$ cat config.mk
export PLATFORM = sky130hd
export DESIGN_NAME = pps_tx_scheduler
export DESIGN_NICKNAME = d
export VERILOG_FILES = /design/src/rtl/pps_tx_scheduler.sv
export SDC_FILE = /design/constraint.sdc
export NUM_CORES = 1
export LEC_CHECK = 0
export ABC_AREA = 1
export CAP_MARGIN = 15
export CORE_MARGIN = 3
export CORE_UTILIZATION = 40
export CTS_CLUSTER_DIAMETER = 60
export DETAILED_ROUTE_END_ITERATION = 8
export PLACE_DENSITY = 0.62
export SLEW_MARGIN = 20
export SYNTH_ARGS = -nofsm -noshare
export SYNTH_HDL_FRONTEND = slang
export SYNTH_SLANG_ARGS = --single-unit
$ cat constraint.sdc
create_clock -name i_clk -period 2 [get_ports i_clk]
set_clock_uncertainty 0.1 [all_clocks]
set_input_delay 0.2 -clock i_clk [delete_from_list [all_inputs] [get_ports i_clk]]
set_output_delay 0.2 -clock i_clk [all_outputs]
set_load 0.01 [all_outputs]
$ cat src/rtl/pps_tx_scheduler.sv
// rtl/pps_tx_scheduler.sv - time-triggered TX scheduler on a PPS-disciplined UTC timebase
module pps_tx_scheduler #(
  parameter int UTC_SECONDS_WIDTH       = 6,
  parameter int COUNT_LAST_SECOND_WIDTH = 26,
  parameter int NOMINAL_CYCLES_PER_SEC  = 61_440_000,
  parameter int MARGIN                  = 5,
  parameter int TRIG_PULSE_CYCLES       = 4
) (
  input  logic                               i_clk,
  input  logic                               i_rst_n,
  input  logic                               i_pps,
  input  logic [UTC_SECONDS_WIDTH-1:0]       i_gps_utc_sec,
  input  logic                               i_sched_valid,
  output logic                               o_sched_ready,
  input  logic [UTC_SECONDS_WIDTH-1:0]       i_sched_utc_sec,
  input  logic [COUNT_LAST_SECOND_WIDTH-1:0] i_sched_clk_count,
  input  logic                               i_cancel,
  output logic                               o_tx_trigger,
  output logic                               o_done,
  output logic                               o_missed,
  output logic                               o_rejected,
  output logic                               o_armed,
  output logic                               o_synced
);

  localparam int UW = UTC_SECONDS_WIDTH;
  localparam int CW = COUNT_LAST_SECOND_WIDTH;
  localparam int PW = $clog2(TRIG_PULSE_CYCLES + 1);

  localparam logic [CW-1:0] CNT_FAB_AT = CW'(NOMINAL_CYCLES_PER_SEC + MARGIN - 1);
  localparam logic [CW-1:0] CNT_NOM    = CW'(NOMINAL_CYCLES_PER_SEC);
  localparam logic [CW-1:0] CNT_MARGIN = CW'(MARGIN);
  localparam logic [CW-1:0] CNT_ALIGN  = CW'(100);
  localparam logic [UW-1:0] SEC_MAX    = UW'(59);
  localparam logic [PW-1:0] PULSE_LAST = PW'(TRIG_PULSE_CYCLES - 1);

  typedef enum logic [1:0] {
    S_IDLE  = 2'd0,
    S_ARMED = 2'd1,
    S_FIRE  = 2'd2
  } state_t;

  // Timebase state
  logic          r_pps_meta;
  logic          r_pps_sync;
  logic          r_pps_prev;
  logic          r_started;
  logic          r_aligned;
  logic [CW-1:0] r_cnt;
  logic [UW-1:0] r_sec;

  // Scheduler state
  state_t        r_state;
  state_t        w_state_next;
  logic [PW-1:0] r_pulse_cnt;
  logic [UW-1:0] r_tgt_sec;
  logic [CW-1:0] r_tgt_cnt;
  logic          r_rejected;

  logic w_pps_rise;
  logic w_fab_pps;
  logic w_pps_event;
  logic w_align;
  logic w_synced;
  logic w_ready;
  logic w_accept;
  logic w_req_bad;
  logic w_sec_hit;
  logic w_match;
  logic w_late;

  assign w_pps_rise  = r_pps_sync & ~r_pps_prev;
  // A missing PPS is replaced MARGIN cycles late; the count restarts at MARGIN
  // so the fabricated second keeps the nominal length.
  assign w_fab_pps   = r_started & ~w_pps_rise & (r_cnt == CNT_FAB_AT);
  assign w_pps_event = w_pps_rise | w_fab_pps;
  assign w_align     = ~r_aligned & (i_gps_utc_sec != '0) & (r_cnt >= CNT_ALIGN);
  assign w_synced    = r_started & r_aligned;
  assign w_ready     = w_synced & (r_state == S_IDLE);
  assign w_accept    = i_sched_valid & w_ready;
  assign w_req_bad   = (i_sched_utc_sec > SEC_MAX) | (i_sched_clk_count >= CNT_NOM);
  assign w_sec_hit   = (r_sec == r_tgt_sec);
  assign w_match     = w_sec_hit & (r_cnt == r_tgt_cnt);
  assign w_late      = w_sec_hit & ((r_cnt > r_tgt_cnt) | w_pps_event);

  // PPS synchroniser, in-second counter and UTC second tracking
  always_ff @(posedge i_clk) begin
    if (!i_rst_n) begin
      r_pps_meta <= 1'b0;
      r_pps_sync <= 1'b0;
      r_pps_prev <= 1'b0;
      r_started  <= 1'b0;
      r_aligned  <= 1'b0;
      r_cnt      <= '0;
      r_sec      <= '0;
    end else begin
      r_pps_meta <= i_pps;
      r_pps_sync <= r_pps_meta;
      r_pps_prev <= r_pps_sync;
      if (w_pps_rise) begin
        r_started <= 1'b1;
      end
      if (w_pps_rise) begin
        r_cnt <= '0;
      end else if (r_started) begin
        r_cnt <= w_fab_pps ? CNT_MARGIN : r_cnt + CW'(1);
      end
      if (w_align) begin
        r_sec     <= i_gps_utc_sec;
        r_aligned <= 1'b1;
      end else if (w_pps_event) begin
        r_sec <= (r_sec >= SEC_MAX) ? '0 : r_sec + UW'(1);
      end
    end
  end

  // Scheduler state register
  always_ff @(posedge i_clk) begin
    if (!i_rst_n) begin
      r_state <= S_IDLE;
    end else begin
      r_state <= w_state_next;
    end
  end

  // Target latch, trigger pulse width counter and reject strobe
  always_ff @(posedge i_clk) begin
    if (!i_rst_n) begin
      r_pulse_cnt <= '0;
      r_tgt_sec   <= '0;
      r_tgt_cnt   <= '0;
      r_rejected  <= 1'b0;
    end else begin
      r_rejected  <= w_accept & w_req_bad;
      r_pulse_cnt <= (r_state == S_FIRE) ? r_pulse_cnt + PW'(1) : '0;
      if (w_accept && !w_req_bad) begin
        r_tgt_sec <= i_sched_utc_sec;
        r_tgt_cnt <= i_sched_clk_count;
      end
    end
  end

  // Next-state selection; match outranks the late check so a target that
  // coincides with a PPS edge still fires
  always_comb begin
    w_state_next = r_state;
    case (r_state)
      S_IDLE: begin
        if (w_accept && !w_req_bad) begin
          w_state_next = S_ARMED;
        end
      end
      S_ARMED: begin
        if (i_cancel) begin
          w_state_next = S_IDLE;
        end else if (w_match) begin
          w_state_next = S_FIRE;
        end else if (w_late) begin
          w_state_next = S_IDLE;
        end
      end
      S_FIRE: begin
        if (r_pulse_cnt == PULSE_LAST) begin
          w_state_next = S_IDLE;
        end
      end
      default: w_state_next = S_IDLE;
    endcase
  end

  // Output decode
  always_comb begin
    o_sched_ready = w_ready;
    o_synced      = w_synced;
    o_armed       = (r_state == S_ARMED);
    o_tx_trigger  = (r_state == S_FIRE);
    o_done        = (r_state == S_FIRE) && (r_pulse_cnt == '0);
    o_missed      = (r_state == S_ARMED) && !i_cancel && !w_match && w_late;
    o_rejected    = r_rejected;
  end

endmodule

After elaboration in Yosys (flattened, before gate mapping) --
Index checks and enable logic that the tools add are counted.
Word-level totals: register bits 75, output and inout bits 7, logic and storage cells 72, bits of input ports 43
Cells by class: bitwise operators 18, magnitude comparators 5, reduce and logical (&&, ||, !) cells 15, add/subtract/negate cells 3, multiplexer cells 10, equality and inequality tests 9
Operators by type and width (count):
- adder 26 x 1 -> 26 bit (second input constant) | 1
- equality test 26 bit | 1
- equality test 26 bit (second input constant) | 1
- >= comparator 26 bit (second input constant) | 1
- >= comparator 26 x 7 -> 1 bit (second input constant) | 1
- > comparator 26 bit | 1
- two-way mux 26 bit | 1
- two-way mux 6 bit | 3
- bitwise AND 1 bit | 11
- two-way mux 2 bit | 5
- adder 6 x 1 -> 6 bit (second input constant) | 1
- equality test 6 bit | 1
- >= comparator 6 bit (second input constant) | 1
- > comparator 6 bit (second input constant) | 1
- case mux 2 bit (3 select lines) | 1
- nonzero test 6 bit | 1
- logical AND 1 bit | 5
- inequality test 2 x 1 -> 1 bit (second input constant) | 2
- inequality test 4 x 2 -> 1 bit (second input constant) | 1
- NOT 1 bit | 4
- adder 3 x 1 -> 3 bit (second input constant) | 1
- equality test 3 x 2 -> 1 bit (second input constant) | 1
- logical NOT 1 bit | 3
- logical NOT 3 bit | 1
- 8 further kinds | 10

Depth between registers and ports, before layout --
Gate-level depths: netlist (run 1).
depth in word-level cells 12, depth in mapped cells 15, depth with buffers taken out 15

Worst setup path after synthesis (run 1) --
OpenSTA, ideal clock, no wires.
kind register to output, start reg r_cnt[17], end out o_missed, stages on the path, launching flop included 12, data required time 1.700 ns, arrival 1.562 ns, path buffers 0, slack 0.138 ns, cell sequence dfxtp_1 > ha_1 > nand2_1 > nor2_1 > nand4_1 > nor2_1 > nand2_1 > nand3_1 > nand2_1 > nand2_1 > nand2_1 > nor3_1
Between the ends: longest elaborated chain between the ends 6, elaborated cells between the ends (all ways) 11, those cells by class 1 x order compare; 2 x eq/ne; 5 x bitwise; 3 x reduce/logical
Ends and longest elaborated chain:
- start: declaration | line 49 | logic [CW-1:0] r_cnt;
- start signal: assignment | line 106 | r_cnt <= w_fab_pps ? CNT_MARGIN : r_cnt + CW'(1);
- branches (longest 5 deep; another with > comparator 26 bit)
- logical AND 1 bit * | line 178 | o_missed = (r_state == S_ARMED) && !i_cancel && !w_match && w_late;
- end: declaration | line 20 | output logic o_missed,
Every way passes the cells marked *.

Worst setup path in the final report (run 1) --
start reg r_tgt_cnt[19], end out o_missed
Between the ends: longest elaborated chain between the ends 5, elaborated cells between the ends (all ways) 8, those cells by class 1 x order compare; 1 x eq/ne; 3 x bitwise; 3 x reduce/logical
Ends and longest elaborated chain:
- start: declaration | line 57 | logic [CW-1:0] r_tgt_cnt;
- start signal: assignment | line 138 | r_tgt_cnt <= i_sched_clk_count;
- branches (longest 4 deep; another with > comparator 26 bit)
- logical AND 1 bit * | line 178
Marked as above.

==> flow_results.xml, run 1 <==
<?xml version="1.0" encoding="UTF-8"?>
<metrics>
  <group name="clock_tree">
    <metric name="cts_max_level" unit="">3</metric>
    <metric name="cts_hold_repair.buffers" unit="">0</metric>
    <metric name="cts-root-to-sink-buffers" unit="">2</metric>
    <metric name="cts_sinks" unit="">75</metric>
    <metric name="clk_pin_slew" unit="ns">0.09</metric>
    <metric name="clk_root_buffer_cell" unit="">clkbuf_8</metric>
    <metric name="cts_tree" unit="">done</metric>
    <metric name="worst_skew_pair.late_latency" unit="ns">0.36</metric>
    <metric name="cts_inserted_buffers" unit="">9</metric>
  </group>
  <group name="timing">
    <metric name="final_setup_tns" unit="ns">-0.360</metric>
    <metric name="post-route-worst-setup-slack" unit="ns">-0.360</metric>
    <metric name="timing.max_slew.rel_slack" unit="%">65.2</metric>
    <metric name="worstMarginPinSlew" unit="ns">0.518</metric>
    <metric name="setup_violations" unit="">1</metric>
    <metric name="finalWorstPathRequiredPeriod" unit="ns">2.36</metric>
    <metric name="final_min_period_over_clock_period" unit="%">118</metric>
    <metric name="top_achievable_clock_speed" unit="GHz">0.424</metric>
    <metric name="rsz0062_at_grt" unit="">yes</metric>
    <metric name="timing.final.max_slew_violations" unit="">0</metric>
    <metric name="finalHoldViolations" unit="">0</metric>
  </group>
  <group name="final_layout">
    <metric name="layout-drive-gt1-share" unit="%">26.0</metric>
    <metric name="insertedDiodeCount" unit="">0</metric>
    <metric name="layout_commonest_cell" unit="">inv_1</metric>
    <metric name="final_net_count" unit="">813</metric>
    <metric name="final_area" unit="um2">6110</metric>
    <metric name="areaGrowthSynthToFinish" unit="%">41.4</metric>
    <metric name="final-instance-count-excl-fill" unit="">879</metric>
    <metric name="layout_common_cells" unit="">92 x inv_1, 82 x buf_4, 80 x nand2_1</metric>
    <metric name="final_util" unit="%">58.6</metric>
  </group>
  <group name="place">
    <metric name="gp_routability_congestion" unit="">0.885</metric>
    <metric name="place_worst_setup_slack" unit="ns">-0.526</metric>
    <metric name="dpl-instance-area" unit="um2">5550</metric>
    <metric name="dpl.cell_count" unit="">857</metric>
    <metric name="detailedPlacementHpwl" unit="um">8400</metric>
    <metric name="place.port_buffers" unit="">49</metric>
  </group>
  <group name="global_route">
    <metric name="grt_pass1_vias" unit="">4152</metric>
    <metric name="grt_first_pass_wirelength" unit="um">18600</metric>
    <metric name="grt_remaining_overflow" unit="">0</metric>
    <metric name="pin_count_of_the_biggest_net_entering_global_routing" unit="">40</metric>
    <metric name="antenna_violations_before_repair" unit="">0</metric>
    <metric name="global_route.usage.total" unit="%">19.7</metric>
  </group>
  <group name="die">
    <metric name="i_o_pin_count" unit="">50</metric>
    <metric name="floorplan.die.height" unit="um">110</metric>
    <metric name="die_area" unit="um2">12100</metric>
    <metric name="floorplan.core_area" unit="um2">10400</metric>
    <metric name="starting_density" unit="%">41.5</metric>
    <metric name="core.rowCount" unit="">37</metric>
    <metric name="floorplan.die.width" unit="um">110</metric>
  </group>
  <group name="route">
    <metric name="totalWireLength" unit="um">11500</metric>
    <metric name="detail_route.drc_violations" unit="">0</metric>
    <metric name="drt-initial-drc-count" unit="">199</metric>
    <metric name="drt_pass_1_iters" unit="">4</metric>
    <metric name="drt_antenna_net_count" unit="">0</metric>
    <metric name="num_vias" unit="">4234</metric>
    <metric name="vias_per_cell" unit="">4.82</metric>
    <metric name="route.detailed.wl_per_inst" unit="um">13.1</metric>
  </group>
  <group name="synthesis">
    <metric name="yosysTopAreaCellShare" unit="%">34.8</metric>
    <metric name="ys_warn_count" unit="">0</metric>
    <metric name="postSynthCellCount" unit="">603</metric>
    <metric name="ys_types" unit="">42</metric>
    <metric name="yosys-top-cells-area" unit="">dfxtp_1 35%, ha_1 9.3%, inv_1 8.8%</metric>
    <metric name="synth.net_count" unit="">678</metric>
    <metric name="synth_top_area_cell" unit="">dfxtp_1</metric>
    <metric name="yosysSeqAreaShare" unit="%">34.8</metric>
    <metric name="synth_seq_cells" unit="">75</metric>
    <metric name="synthesis.area_per_instance" unit="um2">7.16</metric>
    <metric name="syn-cell-area" unit="um2">4320</metric>
  </group>
  <group name="outcome">
    <metric name="run_status" unit="">finished, violations left</metric>
    <metric name="failed_checks" unit="">negative setup slack</metric>
  </group>
  <group name="critical_path">
    <metric name="cp_max_fo" unit="">2</metric>
    <metric name="worstSetupStartpointType" unit="">register</metric>
    <metric name="cp_data_arrival_time" unit="ns">2.06</metric>
    <metric name="timing.critical_path.to_type" unit="">primary output</metric>
    <metric name="cp_cell_sequence" unit="">inv_1, ha_1, nand2_2, nor2_4, nand3_2, nor2_2, buf_4, nand4_1, nand2_1, nand2_1, nand2_2, nor3_2, buf_2</metric>
    <metric name="worst_path_max_delay_cell" unit="">dfxtp_1</metric>
    <metric name="cp_data_required_time" unit="ns">1.70</metric>
    <metric name="cp_slowest_stage_delay" unit="ns">0.32</metric>
    <metric name="path_class" unit="">register to primary output</metric>
  </group>
  <group name="run">
    <metric name="cap_violations" unit="">0</metric>
  </group>
  <group name="power_and_ir_drop">
    <metric name="leakage_dissipation" unit="nW">2.63</metric>
    <metric name="power.ir.vdd_worst" unit="mV">0.281</metric>
    <metric name="power.density_cell_area" unit="nW/um2">505</metric>
  </group>
  <group name="worst_hold_path">
    <metric name="hold_path_class" unit="">primary input to register</metric>
  </group>
</metrics>
-- stage by stage --
step                hold WS (ns)  power [W]
floorplan                  0.198    0.00163
global placement           0.293    0.00177
detailed placement         0.301    0.00178
CTS                        0.252    0.00311
global route               0.297    0.00321
finish                     0.269    0.00308
-- area by class of cell --
type	instances	area, um2
fillers	1052	4310
flip-flops and latches	75	1520
inverters	111	434
clock buffers	10	128
clock inverters	6	90.1
multi-input cells	404	2570
well taps	136	170
repair buffers	137	1200
-- worst paths after layout --
| kind | startpoint | endpoint | slack (ns) | cells after the start |
|---|---|---|---|---|
| max reg2reg | r_cnt[1] | r_sec[1] | 0.03 | 12 |
| max | r_tgt_cnt[19] | o_missed | -0.36 | 13 |
| min | i_pps | r_pps_meta | 0.27 | 3 |
| min reg2reg | r_pps_meta | r_pps_sync | 0.31 | 2 |
-- registers in the layout, summed over array words and instances (netlist names) --
register / flops
r_pps_sync: 1
r_sec: 6
r_started: 1
r_pps_prev: 1
r_cnt: 26
r_pps_meta: 1
r_tgt_cnt: 26
r_state: 2
r_aligned: 1
o_rejected: 1
r_tgt_sec: 6
r_pulse_cnt: 3
-- synth_stat cells, drive strengths merged --
library cell	instances
nor3b	2
a221oi	1
o31ai	1
a31oi	2
a41oi	1
o211ai	1
ha	32
xor2	14
a21o	1
nand2	98
inv	108
buf	7
nand4	12
nor3	17
a21oi	58
xnor2	5
or2	1
dfxtp	75
a2111oi	1
clkbuf	6
o21a	1
clkinv	3
nand3b	2
nand3	25
o21ai	42
nor4	11
nor2	76
-- where the power goes --
group          total, W  leakage, nW  internal (W)  switching (W)
registers       0.00151        0.611       0.00150     0.00000522
clock network   0.00132        0.106      0.000706       0.000618
logic          0.000254         1.91      0.000135       0.000119
total           0.00308         2.63       0.00234       0.000743
-- what timing repair did --
item / 4_1_cts / 5_1_grt
buffers inserted: 2 / 4
gates resized for setup: 27 / 61
endpoints found under the setup margin: 7 / 56
gates cloned: 0 / 1
pin swaps: 8 / 15
-- layer usage --
layer  vias up  routed length [um]  track usage, %
li1       2222                   -               -
met1      1924                5250            24.9
met2        71                5650            33.6
met3        17                 465            4.11
met4         0                 177            5.70
met5         -                   0               0
-- worst max-delay path, delay by kind of cell (launching register included) --
family | cells | cell delay, ns
adders and majority gates | 1 | 0.30
and+or+nand+nor | 9 | 0.78
buffers and inverters | 3 | 0.31
DFF | 1 | 0.32
-- logic make-up (layout without fill, tap and decap cells) --
kind of cell / after synthesis / count (layout) / synth area share (%)
AO/OA/AOI/OAI: 109 / 109 / 13.5
adder cells (fa/ha/maj): 32 / 32 / 9.27
XOR/XNOR: 19 / 19 / 3.85
buffers and inverters: 124 / 264 / 11.4
AND/OR/NAND/NOR: 244 / 244 / 27.1
flip-flops: 75 / 75 / 34.8
No activity file was read; power rests on OpenSTA's default activity.
==> inputs of run 2 (changes only) <==
- SETUP_SLACK_MARGIN: unset -> 0.5
- SKIP_LAST_GASP: unset -> 1
==> flow_results.xml, run 2 (same netlist as run 1, synthesis figures left out) <==
<?xml version="1.0" encoding="UTF-8"?>
<metrics>
  <group name="global_route">
    <metric name="grt_first_pass_wirelength" unit="um">21200</metric>
    <metric name="grt_remaining_overflow" unit="">0</metric>
    <metric name="pin_count_of_the_biggest_net_entering_global_routing" unit="">40</metric>
    <metric name="global_route.usage.total" unit="%">22.7</metric>
    <metric name="antenna_violations_before_repair" unit="">0</metric>
    <metric name="grt_pass1_vias" unit="">4379</metric>
  </group>
  <group name="route">
    <metric name="drt_pass_1_iters" unit="">5</metric>
    <metric name="totalWireLength" unit="um">13300</metric>
    <metric name="drt-initial-drc-count" unit="">203</metric>
    <metric name="drt_antenna_net_count" unit="">0</metric>
    <metric name="detail_route.drc_violations" unit="">0</metric>
    <metric name="num_vias" unit="">4486</metric>
    <metric name="route.detailed.wl_per_inst" unit="um">14.6</metric>
    <metric name="vias_per_cell" unit="">4.92</metric>
  </group>
  <group name="clock_tree">
    <metric name="cts_tree" unit="">done</metric>
    <metric name="cts_max_level" unit="">3</metric>
    <metric name="clk_root_buffer_cell" unit="">clkbuf_8</metric>
    <metric name="cts_inserted_buffers" unit="">9</metric>
    <metric name="worst_skew_pair.late_latency" unit="ns">0.36</metric>
    <metric name="cts_hold_repair.buffers" unit="">0</metric>
    <metric name="clk_pin_slew" unit="ns">0.08</metric>
    <metric name="cts-root-to-sink-buffers" unit="">2</metric>
    <metric name="cts_sinks" unit="">75</metric>
  </group>
  <group name="timing">
    <metric name="post-route-worst-setup-slack" unit="ns">-0.369</metric>
    <metric name="rsz0062_at_grt" unit="">yes</metric>
    <metric name="setup_violations" unit="">8</metric>
    <metric name="timing.final.max_slew_violations" unit="">0</metric>
    <metric name="final_setup_tns" unit="ns">-0.769</metric>
    <metric name="finalHoldViolations" unit="">0</metric>
    <metric name="top_achievable_clock_speed" unit="GHz">0.422</metric>
    <metric name="finalWorstPathRequiredPeriod" unit="ns">2.37</metric>
    <metric name="holdWs" unit="ns">0.267</metric>
    <metric name="final_min_period_over_clock_period" unit="%">118</metric>
    <metric name="timing.max_slew.rel_slack" unit="%">63.2</metric>
    <metric name="worstMarginPinSlew" unit="ns">0.551</metric>
  </group>
  <group name="die">
    <metric name="floorplan.die.height" unit="um">110</metric>
    <metric name="starting_density" unit="%">41.5</metric>
    <metric name="core.rowCount" unit="">37</metric>
    <metric name="i_o_pin_count" unit="">50</metric>
    <metric name="floorplan.core_area" unit="um2">10400</metric>
    <metric name="floorplan.die.width" unit="um">110</metric>
    <metric name="die_area" unit="um2">12100</metric>
  </group>
  <group name="critical_path">
    <metric name="cp_data_arrival_time" unit="ns">2.07</metric>
    <metric name="worstSetupStartpointType" unit="">register</metric>
    <metric name="path_class" unit="">register to primary output</metric>
    <metric name="ff2ff_path_depth" unit="">11</metric>
    <metric name="timing.critical_path.to_type" unit="">primary output</metric>
    <metric name="cp_data_required_time" unit="ns">1.70</metric>
    <metric name="cp_max_fo" unit="">4</metric>
  </group>
  <group name="place">
    <metric name="detailedPlacementHpwl" unit="um">8660</metric>
    <metric name="place.port_buffers" unit="">49</metric>
    <metric name="gp_routability_congestion" unit="">0.873</metric>
  </group>
  <group name="power_and_ir_drop">
    <metric name="p_sw_share" unit="%">23.1</metric>
    <metric name="power.density_cell_area" unit="nW/um2">469</metric>
    <metric name="switching_power" unit="W">0.000729</metric>
    <metric name="leakage_dissipation" unit="nW">2.95</metric>
    <metric name="seq_power_share" unit="%">47.5</metric>
    <metric name="power.combinational.fraction" unit="%">9.8</metric>
    <metric name="power.clock.fraction" unit="%">42.7</metric>
    <metric name="cellInternalPower" unit="W">0.00243</metric>
    <metric name="power.ir.vdd_worst" unit="mV">0.319</metric>
  </group>
  <group name="worst_hold_path">
    <metric name="min_path_cells" unit="">3</metric>
    <metric name="hold_path_class" unit="">primary input to register</metric>
  </group>
  <group name="final_layout">
    <metric name="layout_commonest_cell" unit="">inv_1</metric>
    <metric name="nFillCells" unit="">890</metric>
    <metric name="layout_common_cells" unit="">88 x inv_1, 85 x buf_4, 72 x nand2_1</metric>
    <metric name="areaGrowthSynthToFinish" unit="%">56.1</metric>
    <metric name="reg_top3" unit="">r_cnt x26, r_tgt_cnt x26</metric>
    <metric name="final_net_count" unit="">845</metric>
    <metric name="layout-drive-gt1-share" unit="%">37.0</metric>
    <metric name="insertedDiodeCount" unit="">0</metric>
  </group>
  <group name="run">
    <metric name="cap_violations" unit="">0</metric>
  </group>
  <group name="outcome">
    <metric name="failed_checks" unit="">negative setup slack</metric>
    <metric name="run_status" unit="">finished, violations left</metric>
  </group>
</metrics>
run 2: area by class of cell:
cell class | count | area (um2) | share of cell area, %
Timing Repair Buffer | 168 | 1560 | 23.1
Clock buffer | 12 | 155 | 2.30
Sequential cell | 75 | 1550 | 23.0
Inverter | 111 | 440 | 6.54
Clock inverter | 4 | 72.6 | 1.08
Timing Repair inverter | 1 | 7.51 | 0.111
Multi-Input combinational cell | 404 | 2790 | 41.3
Tap cell | 136 | 170 | 2.53
run 2: per-layer routing:
layer | track usage, % | wire [um] | up-vias
met4 | 8.90 | 376 | 0
met5 | 0 | 0 | -
met2 | 37.5 | 6490 | 97
met1 | 30.0 | 6020 | 2078
li1 | - | - | 2285
met3 | 2.76 | 420 | 26
run 2: power by group through the flow:
stage	Combinational [W]	Clock, W	Sequential [W]
4_1_cts	0.000280	0.00138	0.00150
3_3_place_gp	0.000233	0	0.00154
5_1_grt	0.000333	0.00145	0.00150
6_report	0.000310	0.00135	0.00150
3_5_place_dp	0.000237	0	0.00154
2_1_floorplan	0.0000964	0	0.00154
run 2: worst paths after layout:
kind                       start        endpoint  slack, ns
hold / removal             i_pps      r_pps_meta       0.27
setup / recovery       r_cnt[11]        o_missed      -0.37
setup reg to reg       r_cnt[11]      r_state[1]      -0.12
hold reg to reg   r_pulse_cnt[0]  r_pulse_cnt[0]       0.32
run 2: through the flow:
| step | cell area [um2] | instances | power [W] | utilization (%) | worst slack, ns |
|---|---|---|---|---|---|
| after global placement | 5620 | 854 | 0.00177 | 54.0 | -0.408 |
| final | 6740 | 911 | 0.00316 | 64.7 | -0.369 |
| after detailed placement | 5620 | 854 | 0.00177 | 54.0 | -0.425 |
| after global routing | 6740 | 911 | 0.00329 | 64.7 | -0.501 |
| after CTS | 6450 | 897 | 0.00317 | 61.9 | -0.367 |
| after floorplan | 4440 | 603 | 0.00164 | - | 0.288 |
run 2: repair_timing:
item,in CTS,in global routing
pin swaps,37,40
resized for setup,136,54
buffers inserted,22,14
setup endpoints to repair,68,70
gates cloned,5,0
run 2: worst max-delay path, cell delays in order, from the launching register on:
cell	delay [ns]
dfxtp_2	0.36
ha_1	0.33
buf_4	0.13
nand4_1	0.14
nor2_2	0.15
nand4_1	0.17
nand2_1	0.11
nand2_1	0.05
nand2_1	0.10
nor3_2	0.05
buf_2	0.13
